### src/rtl/vec3_length.sv
// -----------------------------------------------------------------------------
// vec3_length
//
// Iterative CORDIC magnitude unit. Returns |(x,y,z)| of a signed 16-bit
// 3-vector using one shift-add micro-rotation per clock. Two vectoring passes
// run back to back. The first folds (x,y) into a single leg. The second folds
// that leg with z.
//
// Parameters
//   ITERS      micro-rotations per pass, legal range 4..15 (default 8)
//
// Ports
//   clk        in   1   clock
//   reset      in   1   synchronous, active-high reset
//   start      in   1   request, accepted only while busy = 0
//   xin/yin/zin in  16  signed operands, sampled on the accepting edge
//   busy       out  1   high while a computation is in flight
//   done       out  1   one-cycle pulse when len becomes valid
//   len        out  20  unsigned magnitude, held until the next done
//
// Build option
//   VEC3LEN_GAIN_COMP_EN  when defined, an extra COMP cycle scales the raw
//                         K^2-gained result back to a true magnitude.
//                         When undefined, len is the raw K^2-scaled value.
// -----------------------------------------------------------------------------
module vec3_length #(
  parameter int unsigned ITERS = 8
) (
  input  logic               clk,
  input  logic               reset,
  input  logic               start,
  input  logic signed [15:0] xin,
  input  logic signed [15:0] yin,
  input  logic signed [15:0] zin,
  output logic               busy,
  output logic               done,
  output logic        [19:0] len
);

  localparam logic [3:0] I_LAST = 4'(ITERS - 1);

  typedef enum logic [1:0] {
    S_IDLE,
    S_PASS1,
`ifdef VEC3LEN_GAIN_COMP_EN
    S_PASS2,
    S_COMP
`else
    S_PASS2
`endif
  } state_e;

  state_e             state_q, state_d;
  logic        [3:0]  i_q, i_d;
  logic signed [19:0] a_q, a_d;
  logic signed [19:0] b_q, b_d;
  logic        [15:0] c_q, c_d;
  logic        [19:0] len_q, len_d;
  logic               done_q, done_d;

  // Absolute value with -32768 saturating to 32767 so it fits 15 bits.
  function automatic logic [15:0] abs_sat(input logic signed [15:0] v);
    logic [15:0] r;
    if (v == 16'sh8000) begin
      r = 16'h7fff;
    end else if (v < 0) begin
      r = 16'(-v);
    end else begin
      r = 16'(v);
    end
    return r;
  endfunction

  // The first pass leaves its leg multiplied by the CORDIC gain K. The z leg
  // enters the second pass multiplied by the same K (1.64648, shift-add form)
  // so both legs share one scale and the result is K^2*|xyz|.
  function automatic logic signed [19:0] gain_scale(input logic [15:0] v);
    logic [19:0] w;
    w = {4'b0000, v};
    return signed'(w + (w >> 1) + (w >> 3) + (w >> 6) + (w >> 8) + (w >> 9));
  endfunction

`ifdef VEC3LEN_GAIN_COMP_EN
  // 1/K^2 ~= 1/4 + 1/8 - 1/128 + 1/1024 = 0.36816
  function automatic logic [19:0] gain_comp(input logic [19:0] r);
    return (r >> 2) + (r >> 3) - (r >> 7) + (r >> 10);
  endfunction
`endif

  // One vectoring micro-rotation. Both updates use the old a/b. The sign of
  // b picks the rotation direction that drives b toward zero.
  logic signed [19:0] a_sh, b_sh, a_rot, b_rot;

  always_comb begin
    a_sh = a_q >>> i_q;
    b_sh = b_q >>> i_q;
    if (!b_q[19]) begin
      a_rot = a_q + b_sh;
      b_rot = b_q - a_sh;
    end else begin
      a_rot = a_q - b_sh;
      b_rot = b_q + a_sh;
    end
  end

  // NOTE: every signal written here gets a default first, so no path leaves
  // it unassigned and no latch is inferred.
  always_comb begin
    state_d = state_q;
    i_d     = i_q;
    a_d     = a_q;
    b_d     = b_q;
    c_d     = c_q;
    len_d   = len_q;
    done_d  = 1'b0;

    unique case (state_q)
      S_IDLE: begin
        if (start) begin
          a_d     = {4'b0000, abs_sat(xin)};
          b_d     = {4'b0000, abs_sat(yin)};
          c_d     = abs_sat(zin);
          i_d     = '0;
          state_d = S_PASS1;
        end
      end

      S_PASS1: begin
        a_d = a_rot;
        b_d = b_rot;
        i_d = i_q + 4'd1;
        if (i_q == I_LAST) begin
          // Rotated a is K*|xy|. The z leg becomes the new b.
          b_d     = gain_scale(c_q);
          i_d     = '0;
          state_d = S_PASS2;
        end
      end

      S_PASS2: begin
        a_d = a_rot;
        b_d = b_rot;
        i_d = i_q + 4'd1;
        if (i_q == I_LAST) begin
          i_d = '0;
`ifdef VEC3LEN_GAIN_COMP_EN
          state_d = S_COMP;
`else
          // a_rot is non-negative and below 2^18, so it maps straight to len.
          len_d   = a_rot;
          done_d  = 1'b1;
          state_d = S_IDLE;
`endif
        end
      end

`ifdef VEC3LEN_GAIN_COMP_EN
      S_COMP: begin
        len_d   = gain_comp(a_q);
        done_d  = 1'b1;
        state_d = S_IDLE;
      end
`endif

      default: state_d = S_IDLE;
    endcase
  end

  // NOTE: sequential state uses non-blocking assignments so every register
  // samples its next value from the same pre-edge snapshot.
  always_ff @(posedge clk) begin
    if (reset) begin
      state_q <= S_IDLE;
      i_q     <= '0;
      len_q   <= '0;
      done_q  <= 1'b0;
    end else begin
      state_q <= state_d;
      i_q     <= i_d;
      len_q   <= len_d;
      done_q  <= done_d;
    end
  end

  // NOTE: the datapath registers carry no reset. They are always loaded on
  // the accepting edge before they are read, so a reset would only add
  // fan-out on the reset net.
  always_ff @(posedge clk) begin
    a_q <= a_d;
    b_q <= b_d;
    c_q <= c_d;
  end

  assign busy = (state_q != S_IDLE);
  assign done = done_q;
  assign len  = len_q;

endmodule
### config.mk
export PLATFORM = sky130hd
export DESIGN_NAME = vec3_length
export DESIGN_NICKNAME = d
export VERILOG_FILES = /design/src/rtl/vec3_length.sv
export SDC_FILE = /design/constraint.sdc
export NUM_CORES = 1
export LEC_CHECK = 0
export ABC_AREA = 1
export CAP_MARGIN = 40
export CORE_ASPECT_RATIO = 2
export CORE_MARGIN = 1
export CORE_UTILIZATION = 56
export DETAILED_ROUTE_END_ITERATION = 7
export GPL_ROUTABILITY_DRIVEN = 0
export PLACE_DENSITY_LB_ADDON = 0.25
export SLEW_MARGIN = 30
export SYNTH_ARGS = -nofsm -noshare
export SYNTH_HDL_FRONTEND = slang
export SYNTH_SLANG_ARGS = --single-unit
### constraint.sdc
create_clock -name clk -period 9.5 [get_ports clk]
set_input_delay 1.9 -clock clk [delete_from_list [all_inputs] [get_ports clk]]
set_output_delay 1.9 -clock clk [all_outputs]
set_load 0.1 [all_outputs]
[Word-level counts from Yosys, hierarchy flattened]
Cells that the tools add are included.
Operators by class
  $add $sub $neg: 13
  magnitude comparators: 3
  equal/unequal tests: 9
  bitwise gates (word level): 1
  shift-type cells: 2
  mux-type cells: 20
  reductions and logical operators: 11
Operator list (number)
  $mux W20: 5
  $mux W16: 5
  $pmux W20 S3: 1
  $eq A16 B16 Y1 const B: 3
  $lt A16 B1 Y1 const B: 3
  $neg A16 Y16: 3
  $add A20 B20 Y20: 2
  $pmux W20 S2: 1
  $sshr A20 B4 Y20: 2
  $sub A20 B20 Y20: 2
  $add A19 B8 Y20: 1
  $add A20 B7 Y20: 1
  $add A18 B10 Y19: 1
  $add A17 B13 Y18: 1
  $add A16 B15 Y17: 1
  $mux W4: 2
  $pmux W4 S2: 1
  $reduce_and A2 Y1: 4
  $mux W2: 3
  $ne A2 B2 Y1 const B: 3
  $pmux W2 S3: 1
  $add A4 B1 Y4 const B: 1
  $eq A4 B3 Y1 const B: 1
  $reduce_bool A2 Y1: 2
  other kinds (8): 9
Storage, ports and cells
  register bits: 83
  input bits: 51
  logic and storage cells: 66
  output and inout port bits: 22

[Depth between registers and ports, before layout]
Gate-level depths: netlist of the first run.
  depth after elaboration: 7
  mapped depth: 31
  mapped depth without buffers: 29

[Least setup slack after synthesis of the first run]
OpenSTA, ideal clock, no wires.
  path kind: reg-to-reg
  start: register c_q[10]
  end: register b_q[12] (data pin)
  library setup time: 0.256 ns
  data arrival time: 3.796 ns
  clock period less this slack: 4.052 ns
  data required time: 9.244 ns
  setup slack: 5.448 ns
  stages on the path, launching flop included: 22
  path buffers: 0
  cells stage by stage: edfxtp_1 > inv_1 > fa_1 > inv_1 > fa_1 > inv_1 > fa_1 > inv_1 > ha_1 > inv_1 > fa_1 > inv_1 > nand2_1 > nand2_1 > a21oi_1 > o21ai_0 > nand2_1 > nand3_1 > nand3_1 > nor3b_1 > nor3_1 > nor2_1
On the way
  word-level cells in the longest chain between the ends: 7
RTL lines
  start: declaration: line 57  | logic [15:0] c_q, c_d;
  start signal: assignment: line 191  | c_q <= c_d;
  $add A16 B15 Y17: line 80  | return signed'(w + (w >> 1) + (w >> 3) + (w >> 6) + (w >> 8) + (w >> 9));
  $add A17 B13 Y18: line 80
  $add A18 B10 Y19: line 80
  $add A19 B8 Y20: line 80
  $add A20 B7 Y20 (*): line 80
  $mux W20 (*): line 132  | if (i_q == I_LAST) begin
  $pmux W20 S3 (*): line 117  | unique case (state_q)
  named net b_d[12]: line 56  | logic signed [19:0] b_q, b_d;
  end signal: assignment: line 190  | b_q <= b_d;
  end: declaration: line 56
Mark *: on every way through the listed nets, which the timed path passes. The rest lies on a longest branch.
A chain may end at the register's enable or synchronous reset.

[Worst setup path after layout of the first run]
  start: register i_q[2]
  end: register a_q[14] (data pin)
On the way
  word-level cells in the longest chain between the ends: 4
  elaborated cells between the ends (all ways): 5
  those cells by class: 2 x add/sub; 1 x shift; 2 x mux
RTL lines
  start: declaration: line 54  | logic [3:0] i_q, i_d;
  start signal: assignment: line 179  | i_q <= i_d;
  $sshr A20 B4 Y20 (*): line 96  | b_sh = b_q >>> i_q;
  $add A20 B20 Y20 / $sub A20 B20 Y20 (equally long branches): line 98, 101
  $mux W20 (*): line 97  | if (!b_q[19]) begin
  $pmux W20 S2 (*): line 117
  named net a_d[14]: line 55  | logic signed [19:0] a_q, a_d;
  end signal: assignment: line 189  | a_q <= a_d;
  end: declaration: line 55
Marked as above.

==> results of run 1 <==
worst min path at each step:
stage | start | to | slack (ps)
after floorplan | state_q[1]$_SDFFE_PP0P_ | state_q[1]$_SDFFE_PP0P_ | 470
after global placement | len[15]$_SDFFE_PP0P_ | len[15]$_SDFFE_PP0P_ | 480
after detailed placement | len[15]$_SDFFE_PP0P_ | len[15]$_SDFFE_PP0P_ | 490
after CTS | len[7]$_SDFFE_PP0P_ | len[7]$_SDFFE_PP0P_ | 500
after global routing | len[16]$_SDFFE_PP0P_ | len[16]$_SDFFE_PP0P_ | 530
final | len[15]$_SDFFE_PP0P_ | len[15]$_SDFFE_PP0P_ | 500
cell type report:
type	instances	area (um^2)	area share
Multi-Input combinational cell	1305	7950	0.617
Sequential cell	83	2220	0.172
Timing Repair Buffer	105	1200	0.0934
Inverter	231	870	0.0675
Tap cell	262	328	0.0254
Clock buffer	10	250	0.0194
Clock inverter	6	60.1	0.00466
Antenna cell	1	2.50	0.000194
per-stage QoR:
stage	total power, W	instance area [um^2]	cells
after global routing	0.00330	12900	2002
after CTS	0.00299	12900	2001
after floorplan	0.00207	11300	1674
after detailed placement	0.00259	12600	1985
after global placement	0.00255	12200	1963
final	0.00302	12900	2003
registers in the layout, indices dropped and copies added (netlist names):
signal / cells
a_q: 20
b_q: 20
c_q: 16
done: 1
i_q: 4
len: 20
state_q: 2
cells in the final DEF (no fill, tap or decap), drive strengths merged, types with 4 or more instances in the layout:
cell type	n
a21o	4
xnor2	22
nor2	124
clkdlybuf4s50	72
inv	233
nand2	404
clkbuf	10
nand4	14
nor4	8
o21a	4
ha	82
a32oi	4
o211ai	35
buf	33
or2	15
a31oi	12
clkinv	4
a21oi	107
o21bai	8
dfxtp	27
edfxtp	56
nor3	20
xor2	48
nand3	233
o31ai	6
fa	40
o21ai	93
cell families (layout without fill, tap and decap cells):
| logic type | Yosys count | in the layout | synth area share |
|---|---|---|---|
| AND/OR/NAND/NOR | 824 | 824 | 0.335 |
| multiplexers | 1 | 1 | 0.000883 |
| flip-flops | 83 | 83 | 0.196 |
| buffers and inverters | 286 | 352 | 0.104 |
| adder cells (fa/ha/maj) | 122 | 122 | 0.161 |
| AO/OA/AOI/OAI | 288 | 288 | 0.149 |
| other | 0 | 1 | 0 |
| XOR/XNOR | 70 | 70 | 0.0541 |
worst reg2reg max path, stage by stage (launching register included):
cell and delay [ps]:
dfxtp_1 310, buf_4 370, inv_2 410, nand3_1 250, nand3_1 130, nand2_2 130
ha_1 180, inv_1 50, nor3_2 220, inv_2 80, nor2_4 140, nor2_1 70
xor2_1 160, ha_1 350, nand2_1 100, inv_1 60, a21boi_0 230, nand3_1 150
a21boi_0 350, o21ai_0 200, xnor2_1 330, mux2i_1 120
power by group:
part	internal, W	switching, W
clock	0.000201	0.000172
combinational	0.000754	0.00137
sequential	0.000454	0.0000706
cell usage after synthesis, types with 12 or more instances:
library cell  instances
nand2_1             369
inv_1               214
nand3_1             212
nor2_1              111
a21oi_1             106
ha_1                 82
o21ai_0              79
edfxtp_1             56
xor2_1               48
fa_1                 40
o211ai_1             34
nand2_2              33
dfxtp_1              27
xnor2_1              22
nand3_2              21
buf_2                19
nor3_1               18
clkbuf_1             17
inv_2                14
nand4_1              14
or2_2                13
a31oi_1              12
metal layers:
| metal | GRT usage | up-vias | share of wire |
|---|---|---|---|
| met4 | 0.276 | 0 | 0.086 |
| met1 | 0.344 | 5413 | 0.34 |
| met5 | 0 | - | 0 |
| met2 | 0.633 | 426 | 0.52 |
| li1 | - | 5726 | - |
| met3 | 0.0562 | 168 | 0.053 |
==> results.md, run 1 <==
* Yosys top cell by area: edfxtp_1
* Final worst slack at 4870 ps
* Grt total ovfl at 0
* WL/cell at 17.5 um
* Delay-heaviest family, CP: simple AND/OR/NAND/NOR gates
* Number of cells on the worst reg-to-reg path at 21
* WP data required at 9600 ps
* Worst setup startpoint: i_q[2]$_SDFFE_PP0P_
* Worst hold stages at 2
* DR vias/cell at between 5 and 6
* Sequential area share after synthesis at 0.196
* Setup_tns at 0 ps
* 1st-iter DRT viols at 699
* First-pass GRT wire length at between 50 and 60 mm
* Final #Nets at 1908
* # rows at 73
* Die area at 20900 um^2
* Slew margin rel. at 0.514
* Reg-to-Reg End: a_q[14]$_DFFE_PP_
* Post-Route WL at 35.1 mm
* Final Cycle Share at 0.488
* Cts repair resizes at 0
* Final setup fails at 0
* Hold-fix buffers, CTS at 0
* YS warnings at 0
* Core area at 19800 um^2
* Largest net degree at the start of global routing at 65
* Layout cells sized above 1 at 0.0914
* Synthesized area at 11300 um^2
* RSZ-0062 raised after global routing: false
* Slew @ Worst Pin at 728 ps
* Critical path's slowest cell: inv_2
* Vias in the first global route at 11622
* Synth unique cells at 54
* Main synth FF type: edfxtp_1
* Gr usage total at 0.351
* Clock sinks at 83
* Layout fillers at around 1800
* Crit-path max FO at 39
* Cell Pwr Density at 234 nW/um^2
* CP startpoint kind: register
* Status: completed
* Chip Height at a little over 200 um
* Setup Skew at 9.08 ps
* Worst path buffer plus inverter count at 5
* Post-DP HPWL at 28.4 mm
* Clock latency on the worst-skew pair at 370 ps
* Crit path capture type: register
* Post-Synthesis Cells at 1674
* IO Pins at between 70 and 80
* Hold/Removal Path Class: reg2reg
* Worst-case clock buffer depth at 2
* Number of max-cap violations at 0
* Fin. Hold Viols at 0
* FMAX at 216 MHz
* P&R area growth vs syn at 13.7%
* Ranking of synthesized cells by area: edfxtp_1 15%, nand2_1 12%, nand3_1 9.4%
* RR Startpoint: i_q[2]$_SDFFE_PP0P_
* Initial antenna violation count at 0
* Period minus WS final at around 4600 ps
* Leak at 6.16 nW
* Critical Path AT at 4740 ps
* Synth async-reset ratio at 0
* DP Worst Slack at 5070 ps
* Syn Nets at ~1800
* PortBufs at 72
* CTS Root Cell: clkbuf_16
* Avg Cell Area, Syn at 6.77 um^2
* Critical path cell sequence: buf_4, inv_2, nand3_1, nand3_1, nand2_2, ha_1, inv_1, nor3_2, inv_2, nor2_4, nor2_1, xor2_1, ha_1, nand2_1, inv_1, a21boi_0, nand3_1, a21boi_0, o21ai_0, xnor2_1, mux2i_1
* Delay of the slowest cell on the worst path at 400 ps
* Crit Path Category: reg2reg
* Vias at 11733
* Setup Buffers After CTS at 0
* Cell mode on critical path: nand3_1
* Pre-Repair DR Iteration Count at 6
* Setup crit end: a_q[14]$_DFFE_PP_
* Max IR drop VDD at 0.184 mV
* Fin. max-slew vios at 0
* Final ANT Viol Nets at 0
* TritonCTS clock tree: yes
* Synth Register Bits at 83
* FF-to-FF setup slack at 4870 ps
* Die width at 103 um
* CTS H-tree depth at 3
* Yosys top cell area share at 0.148
* WP depth at 21
* EDFF count, synth at 56
* DRC at 0
* Clock transition at path regs at around 70 ps
* Fin util at 0.650
* Worst Hold Slack at 500 ps
* Inserted Clock Buffers at 9
* Initial Util at 0.572
Power figures use the tool's default switching activity.
==> run 2: changes to the inputs <==
- clock period: 9.5 -> 4.45 ns (I/O delays scaled with it)
==> run 2 against run 1 <==
  * Flip-flop and latch count unchanged
  * Final cell count rose by 0.85%
  * Routed wire length is 1.9% higher
  * Largest power group unchanged
  * Register-to-register slack got worse by 4600 ps
  * Die area unchanged
  * First-iteration DRC count is 5.2% lower
==> results.md, run 2 (same netlist as run 1, synthesis figures left out) <==
* Clock sinks at 83 (unchanged)
* Final Cycle Share at 0.938 (+0.450)
* Most common cell after layout, fill and taps aside: nand2_1
* Largest net degree at the start of global routing at 49 (-25%)
* Die width at 103 um (unchanged)
* TritonCTS clock tree: yes
* FMAX at 240 MHz (+11%)
* Setup Skew at 8.03 ps (-1.06 ps)
* Total power at 0.00655 W (+120%)
* Max IR drop VDD at 0.359 mV (+95%)
* Crit-path max FO at 4 (-90%)
* # rows at 73 (unchanged)
* Initial Util at 0.572 (unchanged)
* Inserted Clock Buffers at 9 (unchanged)
* PortBufs at 72 (unchanged)
* Final #Nets at 1926 (+0.94%)
* Diode count at 0 (-1)
* Fin. Hold Viols at 0 (unchanged)
* Period minus WS final at 4170 ps (-460 ps)
* First-pass GRT wire length at 56.3 mm (+0.65%)
* Vias at 11973 (+2.0%)
* Dpl cells at 1998 (+0.65%)
* Vias in the first global route at 11782 (+1.4%)
* Chip Height at 203 um (unchanged)
* Crit Path Category: reg2reg
* Grt total ovfl at 0 (unchanged)
* Core area at 19800 um^2 (unchanged)
* Post-DP HPWL at 29.0 mm (+1.8%)
* Critical Path AT at 4270 ps (-470 ps)
* Pre-Repair DR Iteration Count at 8 (+2)
* 1st-iter DRT viols at 663 (-5.2%)
* Hold-fix buffers, CTS at 0 (unchanged)
* Slew margin rel. at 0.577 (+0.0635)
* Non-Filler Instances at 2020 (+0.85%)
* Commonest cells after routing, fill and taps aside: 369 x nand2_1, 211 x inv_1, 211 x nand3_1
* Status: completed
* Clock transition at path regs at 70 ps (about the same)
* IO Pins at 73 (unchanged)
* Leak at 6.26 nW (+1.5%)
* CTS H-tree depth at 3 (unchanged)
* CTS Root Cell: clkbuf_16
* Crit path capture type: register
* Die area at 20900 um^2 (unchanged)
* Clock latency on the worst-skew pair at 370 ps (about the same)
* Gr usage total at 0.356 (+0.00414)
* CP startpoint kind: register
* Number of max-cap violations at 0 (unchanged)
* WL/cell at 17.7 um (+1.1%)
* P&R area growth vs syn at 15.1%
* FF-to-FF setup slack at 280 ps (-4590 ps)
* Worst-case clock buffer depth at 2 (unchanged)
* Hold/Removal Path Class: reg2reg
* Cell Pwr Density at 502 nW/um^2 (+110%)
* Post-Route WL at 35.8 mm (+1.9%)
* DR vias/cell at 5.93 (+1.2%)
* DRC at 0 (unchanged)
* Final setup fails at 0 (unchanged)
* Final ANT Viol Nets at 0 (unchanged)
* Initial antenna violation count at 0 (unchanged)
* Fin. max-slew vios at 0 (unchanged)
* WP data required at 4550 ps (-5050 ps)
* Layout cells sized above 1 at 0.104 (+0.0127)
* Slew @ Worst Pin at 633 ps (-94.9 ps)
[run 2: path summary, 6_finish.rpt]
check,startpoint,to,depth (start not counted)
worst max-delay path,c_q[10]$_SDFFCE_PP1P_,b_q[8]$_DFFE_PP_,20
worst min-delay path,len[16]$_SDFFE_PP0P_,len[16]$_SDFFE_PP0P_,2
worst max register to register,c_q[10]$_SDFFCE_PP1P_,b_q[8]$_DFFE_PP_,20
worst min register to register,len[16]$_SDFFE_PP0P_,len[16]$_SDFFE_PP0P_,2
[run 2: power by group]
group	total (W)	switching, W	internal [W]	leakage (nW)
clock network	0.000769	0.000374	0.000395	0.147
registers	0.00109	0.000121	0.000968	0.772
logic	0.00469	0.00303	0.00166	5.34
total	0.00655	0.00352	0.00303	6.26
[run 2: through the flow]
| stage | cell area [um^2] | hold slack [ps] | setup TNS (ps) | util | setup slack, ps |
|---|---|---|---|---|---|
| 6_report | 13000 | 499 | 0 | 0.658 | 278 |
| 5_1_grt | 13000 | 516 | -10.6 | 0.658 | -5.54 |
| 4_1_cts | 13000 | 503 | 0 | 0.654 | 94.3 |
| 3_5_place_dp | 12700 | 486 | 0 | 0.640 | 133 |
| 3_3_place_gp | 12300 | 480 | 0 | 0.620 | 223 |
| 2_1_floorplan | 11300 | 472 | 0 | - | 398 |
[run 2: critical path: stages (launching register included)]
cell and delay (ps):
edfxtp_1 380, inv_1 140, fa_1 520, inv_1 50, fa_1 480, inv_1 60, fa_1 460, inv_1 80
ha_1 170, inv_1 60, fa_1 390, inv_1 70, nand2_1 40, nand2_1 50, a21oi_1 80, o21ai_1 220
buf_4 160, xnor2_1 120, o21ai_0 110, a31oi_1 190, a21oi_1 60
[run 2: layer usage]
layer  share of wire  vias to the layer above  track usage
met1            0.34                     5555        0.350
met3           0.054                      190       0.0655
met5               0                        -            0
met4           0.090                        0        0.285
li1                -                     5755            -
met2            0.52                      473        0.629
[run 2: timing repair]
item                                   CTS  global route
setup endpoints to repair                0            16
endpoints found under the hold margin    0             0
setup buffers                            0             5
resized for setup                        0            12
[run 2: cell type report]
| cell class | instances | area [um^2] |
|---|---|---|
| Timing Repair Buffer | 123 | 1370 |
| Clock buffer | 9 | 225 |
| Sequential cell | 83 | 2220 |
| Tap cell | 262 | 328 |
| Inverter | 231 | 872 |
| Clock inverter | 7 | 63.8 |
| Multi-Input combinational cell | 1305 | 7960 |
| Fill cell | 1746 | 6770 |
==> run 3: changes to the inputs <==
- ABC_CLOCK_PERIOD_IN_PS: not set -> 4450
- CTS_CLUSTER_DIAMETER: not set -> 50
==> results of run 3 <==
Final layout, timing and power as in run 2 (identical DEF).
